File: src/rtl/f2i.sv
// bfloat16 to Q8.7 fixed-point converter: iterative one-bit-per-cycle shifter with saturation.
// Optional round-to-nearest-even on right shifts when F2I_ROUND_EN is defined.
module f2i #(
   parameter int MAN_WIDTH = 7,
   parameter int EXP_WIDTH = 8,
   parameter int BIAS      = 127
) (
   input  logic                 clk,
   input  logic                 rst,
   input  logic                 valid_i,
   input  logic                 sgn_i,
   input  logic [EXP_WIDTH-1:0] exp_i,
   input  logic [MAN_WIDTH-1:0] mantissa_i,
   output logic                 ready_o,
   output logic [7:0]           parte_intera,
   output logic [6:0]           parte_frazionaria,
   output logic                 overflow_o,
   output logic                 valid_o
);

   // state    | meaning
   // S_IDLE   | waiting for an operand, ready_o high
   // S_SHIFT  | moving the magnitude one bit per cycle
   // S_NEGATE | saturate, apply sign, register result
   // S_DONE   | one-cycle valid_o strobe
   typedef enum logic [1:0] {S_IDLE, S_SHIFT, S_NEGATE, S_DONE} state_t;

   localparam logic [EXP_WIDTH-1:0] EXP_BIAS = EXP_WIDTH'(BIAS);
   localparam logic [EXP_WIDTH-1:0] EXP_SAT  = EXP_WIDTH'(BIAS + 7);
`ifdef F2I_ROUND_EN
   localparam logic [EXP_WIDTH-1:0] EXP_UFL  = EXP_WIDTH'(BIAS - 9);
`else
   localparam logic [EXP_WIDTH-1:0] EXP_UFL  = EXP_WIDTH'(BIAS - 8);
`endif
   localparam logic [14:0] R_POS_SAT = 15'h3FFF;
   localparam logic [14:0] R_NEG_SAT = 15'h4000;

   state_t        r_state;
   state_t        w_state_nxt;
   logic          r_sgn;
   logic          r_left;
   logic          r_sat;
   logic [3:0]    r_n;
   logic [14:0]   r_mag;
   logic [14:0]   r_res;
   logic          r_ovf;

   logic [MAN_WIDTH:0] w_mant;
   logic          w_zero;
   logic          w_big;
   logic          w_exact;
   logic          w_left;
   logic [3:0]    w_n;
   logic [14:0]   w_mag_ld;
   logic [14:0]   w_mag_fin;
   logic          w_ovf;
   logic [14:0]   w_res;

   // exp_i=255 (Inf/NaN) falls inside w_big and saturates by sign.
   assign w_mant  = {1'b1, mantissa_i};
   assign w_zero  = (exp_i <= EXP_UFL);
   assign w_big   = (exp_i >= EXP_SAT);
   assign w_exact = sgn_i && (exp_i == EXP_SAT) && (mantissa_i == '0);
   assign w_left  = (exp_i > EXP_BIAS);

   always_comb begin
      w_n      = 4'd0;
      w_mag_ld = 15'(w_mant);
      if (w_zero) begin
         w_mag_ld = 15'd0;
      end else if (w_exact) begin
         w_mag_ld = R_NEG_SAT;
      end else if (w_big) begin
         w_mag_ld = 15'd0;
      end else if (w_left) begin
         w_n = 4'(exp_i - EXP_BIAS);
      end else begin
         w_n = 4'(EXP_BIAS - exp_i);
      end
   end

   always_comb begin
      w_state_nxt = r_state;
      case (r_state)
         S_IDLE:   if (valid_i) w_state_nxt = (w_n == 4'd0) ? S_NEGATE : S_SHIFT;
         S_SHIFT:  if (r_n == 4'd1) w_state_nxt = S_NEGATE;
         S_NEGATE: w_state_nxt = S_DONE;
         S_DONE:   w_state_nxt = S_IDLE;
         default:  w_state_nxt = S_IDLE;
      endcase
   end

`ifdef F2I_ROUND_EN
   logic r_guard;
   logic r_sticky;
   logic w_inc;

   // guard/sticky only ever become non-zero on the right-shift path.
   assign w_inc     = r_guard && (r_sticky || r_mag[0]);
   assign w_mag_fin = r_mag + 15'(w_inc);

   always_ff @(posedge clk or negedge rst) begin
      if (!rst) begin
         r_guard  <= 1'b0;
         r_sticky <= 1'b0;
      end else if (r_state == S_IDLE && valid_i) begin
         r_guard  <= 1'b0;
         r_sticky <= 1'b0;
      end else if (r_state == S_SHIFT && !r_left) begin
         r_guard  <= r_mag[0];
         r_sticky <= r_sticky | r_guard;
      end
   end
`else
   assign w_mag_fin = r_mag;
`endif

   assign w_ovf = r_sat || (r_sgn ? (w_mag_fin > R_NEG_SAT) : (w_mag_fin > R_POS_SAT));

   always_comb begin
      w_res = w_mag_fin;
      if (w_ovf) begin
         w_res = r_sgn ? R_NEG_SAT : R_POS_SAT;
      end else if (r_sgn) begin
         w_res = ~w_mag_fin + 15'd1;
      end
   end

   always_ff @(posedge clk or negedge rst) begin
      if (!rst) begin
         r_state <= S_IDLE;
         r_sgn   <= 1'b0;
         r_left  <= 1'b0;
         r_sat   <= 1'b0;
         r_n     <= 4'd0;
         r_mag   <= 15'd0;
         r_res   <= 15'd0;
         r_ovf   <= 1'b0;
      end else begin
         r_state <= w_state_nxt;
         case (r_state)
            S_IDLE: if (valid_i) begin
               r_sgn  <= sgn_i;
               r_left <= w_left;
               r_sat  <= w_big && !w_exact && !w_zero;
               r_n    <= w_n;
               r_mag  <= w_mag_ld;
            end
            S_SHIFT: begin
               r_mag <= r_left ? {r_mag[13:0], 1'b0} : {1'b0, r_mag[14:1]};
               r_n   <= r_n - 4'd1;
            end
            S_NEGATE: begin
               r_res <= w_res;
               r_ovf <= w_ovf;
            end
            default: ;
         endcase
      end
   end

   assign ready_o           = (r_state == S_IDLE);
   assign valid_o           = (r_state == S_DONE);
   assign parte_intera      = r_res[14:7];
   assign parte_frazionaria = r_res[6:0];
   assign overflow_o        = r_ovf;

endmodule
File: config.mk
export PLATFORM = sky130hd
export DESIGN_NAME = f2i
export DESIGN_NICKNAME = d
export VERILOG_FILES = /design/src/rtl/f2i.sv
export SDC_FILE = /design/constraint.sdc
export NUM_CORES = 1
export LEC_CHECK = 0
export CAP_MARGIN = 20
export CORE_AREA = 10 10 86 88
export DETAILED_ROUTE_END_ITERATION = 6
export DIE_AREA = 0 0 96 98
export PLACE_DENSITY = 0.67
export SLEW_MARGIN = 20
export SYNTH_ARGS = -nofsm -noshare
export SYNTH_HDL_FRONTEND = slang
export SYNTH_SLANG_ARGS = --single-unit
File: constraint.sdc
create_clock -name clk -period 3.19 [get_ports clk]
set_input_delay 0.4785 -clock clk [delete_from_list [all_inputs] [get_ports clk]]
set_output_delay 0.4785 -clock clk [all_outputs]
set_load 0.03 [all_outputs]
## Yosys cells after proc, flatten, opt, wreduce, memory -nomap -nowiden

Index checks and enable logic that the tools add are counted.

| storage, ports and cells | value |
|---|---|
| register bits after elaboration | 40 |
| input port bits | 19 |
| output and inout bits | 18 |
| logic and storage cells | 59 |

| cells by class | value |
|---|---|
| $add $sub $neg | 4 |
| magnitude comparators | 5 |
| equal/unequal tests | 7 |
| muxes and demuxes | 20 |
| bitwise logic cells | 1 |
| reductions and logical operators | 14 |

Operators by type and width:

| kind | count |
|---|---|
| $mux W15 | 7 |
| $pmux W15 S2 | 1 |
| $mux W4 | 5 |
| $add A15 B1 Y15 const B | 1 |
| $gt A15 B14 Y1 const B | 1 |
| $gt A15 B15 Y1 const B | 1 |
| $not A15 Y15 | 1 |
| $eq A8 B8 Y1 const B | 1 |
| $ge A8 B8 Y1 const B | 1 |
| $gt A8 B7 Y1 const B | 1 |
| $le A8 B7 Y1 const B | 1 |
| $mux W8 | 1 |
| $pmux W2 S4 | 1 |
| $pmux W4 S2 | 1 |
| $logic_not A7 Y1 | 1 |
| $mux W2 | 3 |
| $reduce_and A2 Y1 | 3 |
| $eq A2 B2 Y1 const B | 2 |
| $eq A4 B1 Y1 const B | 1 |
| $logic_and A1 B1 Y1 | 4 |
| $logic_not A4 Y1 | 1 |
| $ne A2 B2 Y1 const B | 2 |
| $sub A4 B1 Y4 const B | 1 |
| $sub A4 B4 Y4 const A | 1 |
| other kinds (7) | 8 |

## Depth between registers and ports, before layout

Gate-level depths: netlist of the first run.

| logic depth | value |
|---|---|
| depth in word-level cells | 9 |
| mapped depth | 8 |
| gate-level depth less buffers | 7 |

## Least setup slack after synthesis of the first run

No wires, ideal clock.

| path | value |
|---|---|
| kind | register -> register |
| start | register r_mag[1] |
| end | register r_res[10] |
| setup time | 86 ps |
| arrival | 2,293 ps |
| slack | 811 ps |
| cell stages (with the launch flop) | 9 |
| path through | dfrtp_1 > inv_1 > ha_1 > or4b_4 > o41a_1 > a21o_1 > or2_1 > buf_6 > o221ai_2 |

| on the way | value |
|---|---|
| cells in the longest elaborated chain, start to end | 4 |
| elaborated cells between the ends (all ways) | 8 |
| classes of those cells | 1 x add/sub; 2 x order compare; 3 x mux; 1 x bitwise; 1 x reduce/logical |

Ends and longest elaborated chain:

| element | line | text |
|---|---|---|
| start, declared | 44 | `logic [14:0] r_mag;` |
| start signal, assigned | 147 | `r_mag <= w_mag_ld;` |
| start signal, assigned | 150 | `r_mag <= r_left ? {r_mag[13:0], 1'b0} : {1'b0, r_mag[14:1]};` |
| $not A15 Y15 (tied with other cells) | 125 | `w_res = ~w_mag_fin + 15'd1;` |
| $add A15 B1 Y15 / $mux W1 (equally long branches) | 125, 118 |  |
| $mux W15 / $logic_or A1 B1 Y1 (equally long branches) | 124, 118 |  |
| $mux W15 (*) | 122 | `if (w_ovf) begin` |
| end signal, assigned | 154 | `r_res <= w_res;` |
| end, declared | 45 | `logic [14:0] r_res;` |

Mark *: on every way between the ends. The rest lies on a longest branch, timed or not.
A chain may end at the register's enable or synchronous reset.

## Final worst setup path of the first run

Same ends and word-level chain as after synthesis.

==> results of run 1 <==
-- registers in the layout (all words and copies together), names as in the netlist --
signal      flops
r_mag          15
r_res          15
r_n             4
r_state         2
overflow_o      1
r_left          1
r_sat           1
r_sgn           1
-- kinds of logic (layout without fill, tap and decap cells) --
logic type	after synthesis	in the layout	share of synthesized area [%]
buffers and inverters	31	59	5.597
XOR/XNOR	9	9	3.148
AO/OA/AOI/OAI	82	82	22.54
multiplexers	18	18	7.396
AND/OR/NAND/NOR	81	81	16.84
adder cells (fa/ha/maj)	9	9	4.498
flip-flops	40	40	39.98
-- worst max-delay path, stage by stage, from the launching register on --
cell,delay [ps]
dfrtp_1,470
inv_1,130
ha_1,230
or4b_4,510
o41a_1,420
a21o_1,220
or2_1,400
o221ai_2,210
-- worst paths after layout --
kind,end
worst max-delay path,r_res[10]
worst min register to register,overflow_o
worst max register to register,r_res[10]
worst min-delay path,r_mag[8]
min in group clk,overflow_o
max in group asynchronous,r_mag[10]
-- cell type report --
| cell class | count | area, sq um |
|---|---|---|
| sequential | 40 | 1001 |
| multi-input combinational | 199 | 1363 |
| inverter | 12 | 45.04 |
| timing repair buffer | 40 | 385.4 |
| clock buffer | 5 | 68.82 |
| fill | 563 | 2776 |
| clock inverter | 2 | 12.51 |
| tap | 75 | 93.84 |
-- layer usage --
| metal | GRT usage, % | routed length [um] |
|---|---|---|
| met2 | 20.25 | 2723 |
| met3 | 3.752 | 381 |
| met1 | 17.68 | 2854 |
| met5 | 0 | 0 |
| met4 | 4.086 | 89 |
-- power breakdown --
group	internal (mW)	switching (mW)	leakage [nW]	total, mW
combinational	0.790	0.999	0.693	1.79
clock	0.148	0.182	0.0400	0.330
sequential	0.743	0.351	0.492	1.09
total	1.68	1.53	1.23	3.21
-- cells in the mapped netlist, types with 4 or more instances --
cell,instances,share of area [%]
inv_1,9,1.3
o21ai_2,4,1.4
ha_1,9,4.5
nor2_1,27,4.0
nand2_1,14,2.1
o21ai_0,4,0.80
xnor2_1,5,1.7
clkbuf_1,15,2.2
o2bb2ai_1,6,2.1
mux2_2,4,1.8
o21ai_1,11,2.2
dfrtp_1,40,40
mux2i_1,14,5.6
o41ai_1,4,1.4
a21boi_1,4,1.2
a21oi_1,20,4.0
a21boi_0,4,1.2
xor2_1,4,1.4
o31ai_1,11,3.3
nand2b_1,5,1.2
nor3_1,8,1.6
==> impl_metrics.json, run 1 <==
{
  "synth-edff-count": 0,
  "reg2regPathDepth": 7,
  "final_common_cell": "dfrtp_1",
  "final_nets": 326,
  "ys_seq_area_share_pct": 39.98,
  "finalCriticalPeriod_ps": 2686,
  "ir_drop_mv": 0.4583,
  "cp-start-kind": "flop",
  "synthArstFlopShare_pct": 100.0,
  "cap_violations": 0,
  "ys_types": 53,
  "dr.first_iter.drc_count": 165,
  "worst_slew_pin_slew_ps": 907.2,
  "fin_util_pct": 51.68,
  "synthCells": 270,
  "postLayoutSetupSlackWorst_ps": 504.1,
  "coreArea_sq_um": 5746,
  "wl_per_cell_um": 16.22,
  "finalNonFillerCells": 373,
  "ys_seq_elements": 40,
  "fmax_mhz": 372.3,
  "antenna_found_initial": 0,
  "clk_pin_slew_ps": 80,
  "vias_per_cell": 5.603,
  "drive_above_1_share_pct": 9.060,
  "wirelength_mm": 6.049,
  "netlist_area_sq_um": 2504,
  "grt_pass1_wl_mm": 10.22,
  "critPathMaxFanout": 9,
  "worstSetupEndpointType": "flop",
  "min_period_over_period_pct": 84.20,
  "numCtsBuffers": 5,
  "r2r_start": "r_mag[1]",
  "clock_latency_ps": 300,
  "r2r_slack_ps": 500,
  "clockBufferDepth": 2,
  "drt_pre_antenna_iters": 4,
  "maxSlewHeadroom_pct": 39.52,
  "dp_slack_ps": 530.4,
  "area_delta_synth_final_pct": 18.59,
  "final_max_slew_viol_count": 0,
  "powerDensity_nw_per_um2": 1082,
  "portBuffers": 36,
  "status": "finished clean",
  "worst-setup-path-type": "flop to flop",
  "grt_max_degree": 41,
  "num_io_pins": 37,
  "cp.required_ps": 3410,
  "die_h_um": 98,
  "cp-startpoint": "r_mag[1]",
  "place_hpwl_mm": 4.405,
  "layout_common_cells": "dfrtp_1, clkdlybuf4s50_1, nor2_1, a21oi_1",
  "cts_resized": 0,
  "finalHoldViolations": 0,
  "grt_pass1_vias": 2076,
  "vias": 2090,
  "post_cts_buffers": 0,
  "clock_sinks": 40,
  "whs_ps": 313.2,
  "cts_tree": "done",
  "place_congestion": 0.8668,
  "die_x_um": 96,
  "grt_usage_pct": 13.31,
  "die_area_sq_um": 9408,
  "grt.overflow.total": 0,
  "syn_avg_cell_area_sq_um": 9.273,
  "final_cell_area_sq_um": 2969,
  "setup_tns_ps": 0,
  "drc_errors": 0,
  "place_area_sq_um": 2888,
  "p_total_mw": 3.213,
  "synth_nets": 298,
  "synth_flop_cell": "dfrtp_1",
  "ctsHoldBuffers": 0,
  "htreeDepth": 2,
  "num_rows": 28,
  "cp_data_arrival_time_ps": 2900,
  "place_inst": 366,
  "skew_ps": 11.01,
  "initial_core_util_pct": 43.58,
  "clock_tree.root_cell": "clkbuf_8",
  "leakage_nw": 1.225,
  "rsz0062_at_grt": "false",
  "setup_violations": 0,
  "yosys_warnings": 0,
  "diodes": 0,
  "worstHoldPathType": "input port to asynchronous set/reset pin",
  "ant_nets": 0
}
Note: power is estimated with default switching activity, not from simulation.
==> inputs of run 2 (changes only) <==
==> constraint.sdc (replaced) <==
create_clock -name clk -period 2.55 [get_ports clk]
set_input_delay 0.3825 -clock clk [delete_from_list [all_inputs] [get_ports clk]]
set_output_delay 0.3825 -clock clk [all_outputs]
set_load 0.03 [all_outputs]
==> run 2 against run 1 <==
Net effect:
- count of clock-buffer cells in the layout increased by 3
- sequential share of layout area decreased by 1.4 points
- largest power group unchanged
- maximum frequency increased by 10%
- clock power increased by 32%
==> impl_metrics.json, run 2 (synthesized netlist as in run 1, its figures left out) <==
{
  "status": "finished clean",
  "die_h_um": 98,
  "p_sw_mw": 1.958,
  "numCtsBuffers": 5,
  "initial_core_util_pct": 43.58,
  "vias_per_cell": 5.621,
  "antenna_found_initial": 0,
  "dp_slack_ps": 118.5,
  "drt_pre_antenna_iters": 4,
  "combinationalPowerShare_pct": 60.5,
  "rsz0062_at_grt": "false",
  "p_clk_share_pct": 10.3,
  "cpPeakStageDelay_ps": 500,
  "crit_chain": "inv_1 > ha_1 > or4b_4 > o41a_1 > a21o_1 > or2_1 > o221ai_2",
  "place_inst": 382,
  "grt_max_degree": 41,
  "die_x_um": 96,
  "grt_usage_pct": 13.98,
  "ant_nets": 0,
  "p_seq_share_pct": 29.2,
  "grt.overflow.total": 0,
  "grt_pass1_vias": 2224,
  "cap_violations": 0,
  "clock_latency_ps": 290,
  "final_common_cell": "dfrtp_1",
  "postLayoutSetupSlackWorst_ps": 119.1,
  "switching_share_pct": 46.25,
  "min_period_over_period_pct": 95.33,
  "slowest_stage": "or4b_4",
  "die_area_sq_um": 9408,
  "final_max_slew_viol_count": 0,
  "maxSlewHeadroom_pct": 39.38,
  "vias": 2192,
  "wl_per_cell_um": 16.37,
  "wirelength_mm": 6.384,
  "fmax_mhz": 411.4,
  "leakage_nw": 1.310,
  "finalCriticalPeriod_ps": 2431,
  "skew_ps": 3.388,
  "worst-setup-path-type": "flop to flop",
  "largestRegisters": "r_mag (15), r_res (15), r_n (4)",
  "clock_tree.root_cell": "clkbuf_8",
  "cp-start-kind": "flop",
  "cts_resized": 0,
  "worstHoldPathType": "input port to asynchronous set/reset pin",
  "critPathMaxFanout": 9,
  "coreArea_sq_um": 5746,
  "ctsHoldBuffers": 0,
  "final_nets": 342,
  "setup_violations": 0,
  "worst_slew_pin_slew_ps": 909.3,
  "cp_data_arrival_time_ps": 2640,
  "portBuffers": 36,
  "drive_above_1_share_pct": 13.33,
  "setup_tns_ps": 0,
  "finalNonFillerCells": 390,
  "clk_pin_slew_ps": 80,
  "num_rows": 28,
  "dr.first_iter.drc_count": 119,
  "place_congestion": 0.8729,
  "ir_drop_mv": 0.5712,
  "diodes": 0,
  "area_delta_synth_final_pct": 23.74,
  "grt_pass1_wl_mm": 10.75,
  "cp.required_ps": 2760,
  "num_io_pins": 37,
  "cts_tree": "done",
  "critical_path.top_delay_family": "simple AND/OR/NAND/NOR gates",
  "crit_buf_inv": 1,
  "place_hpwl_mm": 4.822,
  "post_cts_buffers": 0,
  "clock_sinks": 40,
  "finalHoldViolations": 0,
  "worstSetupEndpointType": "flop",
  "powerDensity_nw_per_um2": 1367,
  "layout_common_cells": "dfrtp_1, clkdlybuf4s50_1, nor2_1, a21oi_1, buf_4",
  "p_int_mw": 2.275,
  "drc_errors": 0,
  "clockBufferDepth": 2,
  "htreeDepth": 2
}
[run 2: cell count changes in the layout (fill, tap and decap cells not counted), sizes merged]
cell      delta
clkinv       -1
clkinvlp     -1
buf         +16
clkbuf       +3
[run 2: layer usage]
metal	track usage (%)	wire length, um	vias to the layer above
met5	0	0	-
met4	5.335	102	0
met3	3.599	451	10
met2	21.80	2953	66
met1	17.89	2877	1041
li1	-	-	1075
[run 2: per-stage QoR]
| stage | hold slack, ps | instance area, sq um | power, mW | utilization [%] |
|---|---|---|---|---|
| floorplan | 86.91 | 2504 | 2.937 | - |
| global placement | 463.8 | 3008 | 3.784 | 52.35 |
| detailed placement | 467.1 | 3008 | 3.827 | 52.35 |
| CTS | 249.5 | 3098 | 4.270 | 53.92 |
| global route | 281.8 | 3098 | 4.594 | 53.92 |
| finish | 219.4 | 3098 | 4.234 | 53.92 |
[run 2: layout make-up]
| class | count | area [sq um] |
|---|---|---|
| sequential | 40 | 1001 |
| multi-input combinational | 199 | 1363 |
| clock buffer | 8 | 90.09 |
| timing repair buffer | 56 | 505.5 |
| tap | 75 | 93.84 |
| inverter | 12 | 45.04 |
| fill | 545 | 2648 |
[run 2: worst paths after layout]
kind / from / to / slack [ps] / cells past startpoint
setup / recovery: r_mag[1] / r_res[10] / 120 / 7
hold / removal: rst / r_mag[12] / 220 / 1
setup reg to reg: r_mag[1] / r_res[10] / 120 / 7
hold reg to reg: overflow_o / overflow_o / 480 / 1
max in group asynchronous: rst / r_mag[5] / 1760 / 1
min in group clk: overflow_o / overflow_o / 480 / 1
[run 2: worst reg2reg max path, cell delays in order (launching register included)]
cell and delay, ps:
dfrtp_1 380, inv_1 90, ha_1 160, or4b_4 500
o41a_1 450, a21o_1 190, or2_1 370, o221ai_2 220
[run 2: power by group through the flow]
stage          logic, mW  clock network, mW  registers [mW]
2_1_floorplan       1.56                  0            1.38
3_3_place_gp        2.55                  0            1.24
3_5_place_dp        2.58                  0            1.25
4_1_cts             2.58              0.450            1.24
5_1_grt             2.83              0.474            1.29
6_report            2.56              0.436            1.24
==> inputs of run 3 (changes only) <==
--- a/config.mk
+++ b/config.mk
@@ -6,10 +6,10 @@
 export NUM_CORES = 1
 export LEC_CHECK = 0
 export CAP_MARGIN = 20
-export CORE_AREA = 10 10 86 88
+export CORE_AREA = 10 10 80 82
 export DETAILED_ROUTE_END_ITERATION = 6
-export DIE_AREA = 0 0 96 98
-export PLACE_DENSITY = 0.67
+export DIE_AREA = 0 0 90 92
+export PLACE_DENSITY = 0.77
 export SLEW_MARGIN = 20
 export SYNTH_ARGS = -nofsm -noshare
 export SYNTH_HDL_FRONTEND = slang
==> run 3 against run 2 <==
Net effect:
- sequential power is essentially flat
- first-iteration DRC count grew 5.9%
- maximum frequency grew 0.77%
- via count shrank 0.27%
- setup slack gained 19 ps
- sequential cell count is the same
- worst hold slack lost 7.4 ps
- clock skew grew 4.1 ps
- largest power group unchanged
==> impl_metrics.json, run 3 (synthesized netlist as in run 1, its figures left out) <==
{
  "cts_resized": 0,
  "setup_tns_ps": 0,
  "num_io_pins": 37,
  "finalNonFillerCells": 385,
  "die_h_um": 92,
  "whs_ps": 212.0,
  "skew_ps": 7.509,
  "die_area_sq_um": 8280,
  "ant_nets": 0,
  "fin_util_pct": 62.94,
  "drive_above_1_share_pct": 13.33,
  "grt_max_degree": 41,
  "clk_pin_slew_ps": 80,
  "status": "finished clean",
  "finalCriticalPeriod_ps": 2412,
  "final_cell_area_sq_um": 3092,
  "place_area_sq_um": 3002,
  "finalHoldViolations": 0,
  "cp_data_arrival_time_ps": 2630,
  "leakage_nw": 1.310,
  "vias": 2186,
  "coreArea_sq_um": 4912,
  "area_delta_synth_final_pct": 23.49,
  "numCtsBuffers": 5,
  "fmax_mhz": 414.5,
  "rsz0062_at_grt": "false",
  "layout_common_cells": "dfrtp_1, clkdlybuf4s50_1, nor2_1, a21oi_1, buf_4",
  "final_max_slew_viol_count": 0,
  "worst_slew_pin_slew_ps": 900.5,
  "clock_latency_ps": 300,
  "p_total_mw": 4.235,
  "htreeDepth": 2,
  "die_x_um": 90,
  "setup_violations": 0,
  "place_congestion": 0.9472,
  "p_seq_share_pct": 29.2,
  "dp_slack_ps": 149.9,
  "maxSlewHeadroom_pct": 39.97,
  "grt_usage_pct": 15.12,
  "powerDensity_nw_per_um2": 1370,
  "p_clk_share_pct": 10.3,
  "cp-start-kind": "flop",
  "worstSetupEndpointType": "flop",
  "antenna_found_initial": 0,
  "vias_per_cell": 5.678,
  "critPathMaxFanout": 9,
  "postLayoutSetupSlackWorst_ps": 137.7,
  "cp.required_ps": 2770,
  "grt.overflow.total": 0,
  "ir_drop_mv": 0.6011,
  "drc_errors": 0,
  "grt_pass1_vias": 2212,
  "grt_pass1_wl_mm": 10.63,
  "final_nets": 342,
  "min_period_over_period_pct": 94.60,
  "diodes": 0,
  "post_cts_buffers": 0,
  "initial_core_util_pct": 50.97,
  "worstHoldPathType": "input port to asynchronous set/reset pin",
  "clock_sinks": 40,
  "ctsHoldBuffers": 0,
  "clock_tree.root_cell": "clkbuf_8",
  "p_sw_mw": 1.960,
  "drt_pre_antenna_iters": 4,
  "clockBufferDepth": 2,
  "largestRegisters": "r_mag (15), r_res (15), r_n (4)",
  "place_inst": 377,
  "combinationalPowerShare_pct": 60.5,
  "num_rows": 26,
  "cts_tree": "done",
  "dr.first_iter.drc_count": 126,
  "cap_violations": 0,
  "wl_per_cell_um": 16.15,
  "p_int_mw": 2.274,
  "final_common_cell": "dfrtp_1",
  "switching_share_pct": 46.30,
  "place_hpwl_mm": 4.676,
  "wirelength_mm": 6.217,
  "portBuffers": 36,
  "worst-setup-path-type": "flop to flop"
}
==> run 3: cell counts in the layout (fill, tap and decap cells not counted) <==
No cell type changed its count.
==> run 3: critical path: stages (launching register included) <==
cell      delay, ps
dfrtp_1         380
inv_1           100
ha_1            170
or4b_4          500
o41a_1          430
a21o_1          180
or2_1           370
o221ai_2        200
==> run 3: power groups by stage <==
stage / Sequential, mW / Combinational, mW / Clock (mW)
floorplan: 1.38 / 1.56 / 0
global placement: 1.23 / 2.53 / 0
detailed placement: 1.24 / 2.56 / 0
CTS: 1.23 / 2.57 / 0.446
global route: 1.28 / 2.81 / 0.473
finish: 1.24 / 2.56 / 0.437
==> run 3: worst paths after layout <==
path                       cells after the start         end     start  slack (ps)
setup / recovery                               7   r_res[10]  r_mag[1]         140
setup reg to reg                               7   r_res[10]  r_mag[1]         140
min in group clk                               1    r_res[5]  r_res[5]         490
hold reg to reg                                1    r_res[5]  r_res[5]         490
max in group asynchronous                      1    r_mag[3]       rst        1770
hold / removal                                 1  r_state[1]       rst         210
==> run 3: layout make-up <==
cell class,count,area (sq um)
Clock buffer,8,90.09
Fill cell,422,1821
Inverter,12,45.04
Multi-Input combinational cell,199,1363
Sequential cell,40,1001
Tap cell,70,87.58
Timing Repair Buffer,56,505.5
==> run 3: layer usage <==
layer | part of all wire, % | up-vias | GRT usage (%)
li1 | - | 1072 | -
met1 | 45 | 1049 | 19.13
met2 | 48 | 61 | 24.52
met3 | 6.1 | 4 | 4.482
met4 | 0.76 | 0 | 4.244
met5 | 0 | - | 0
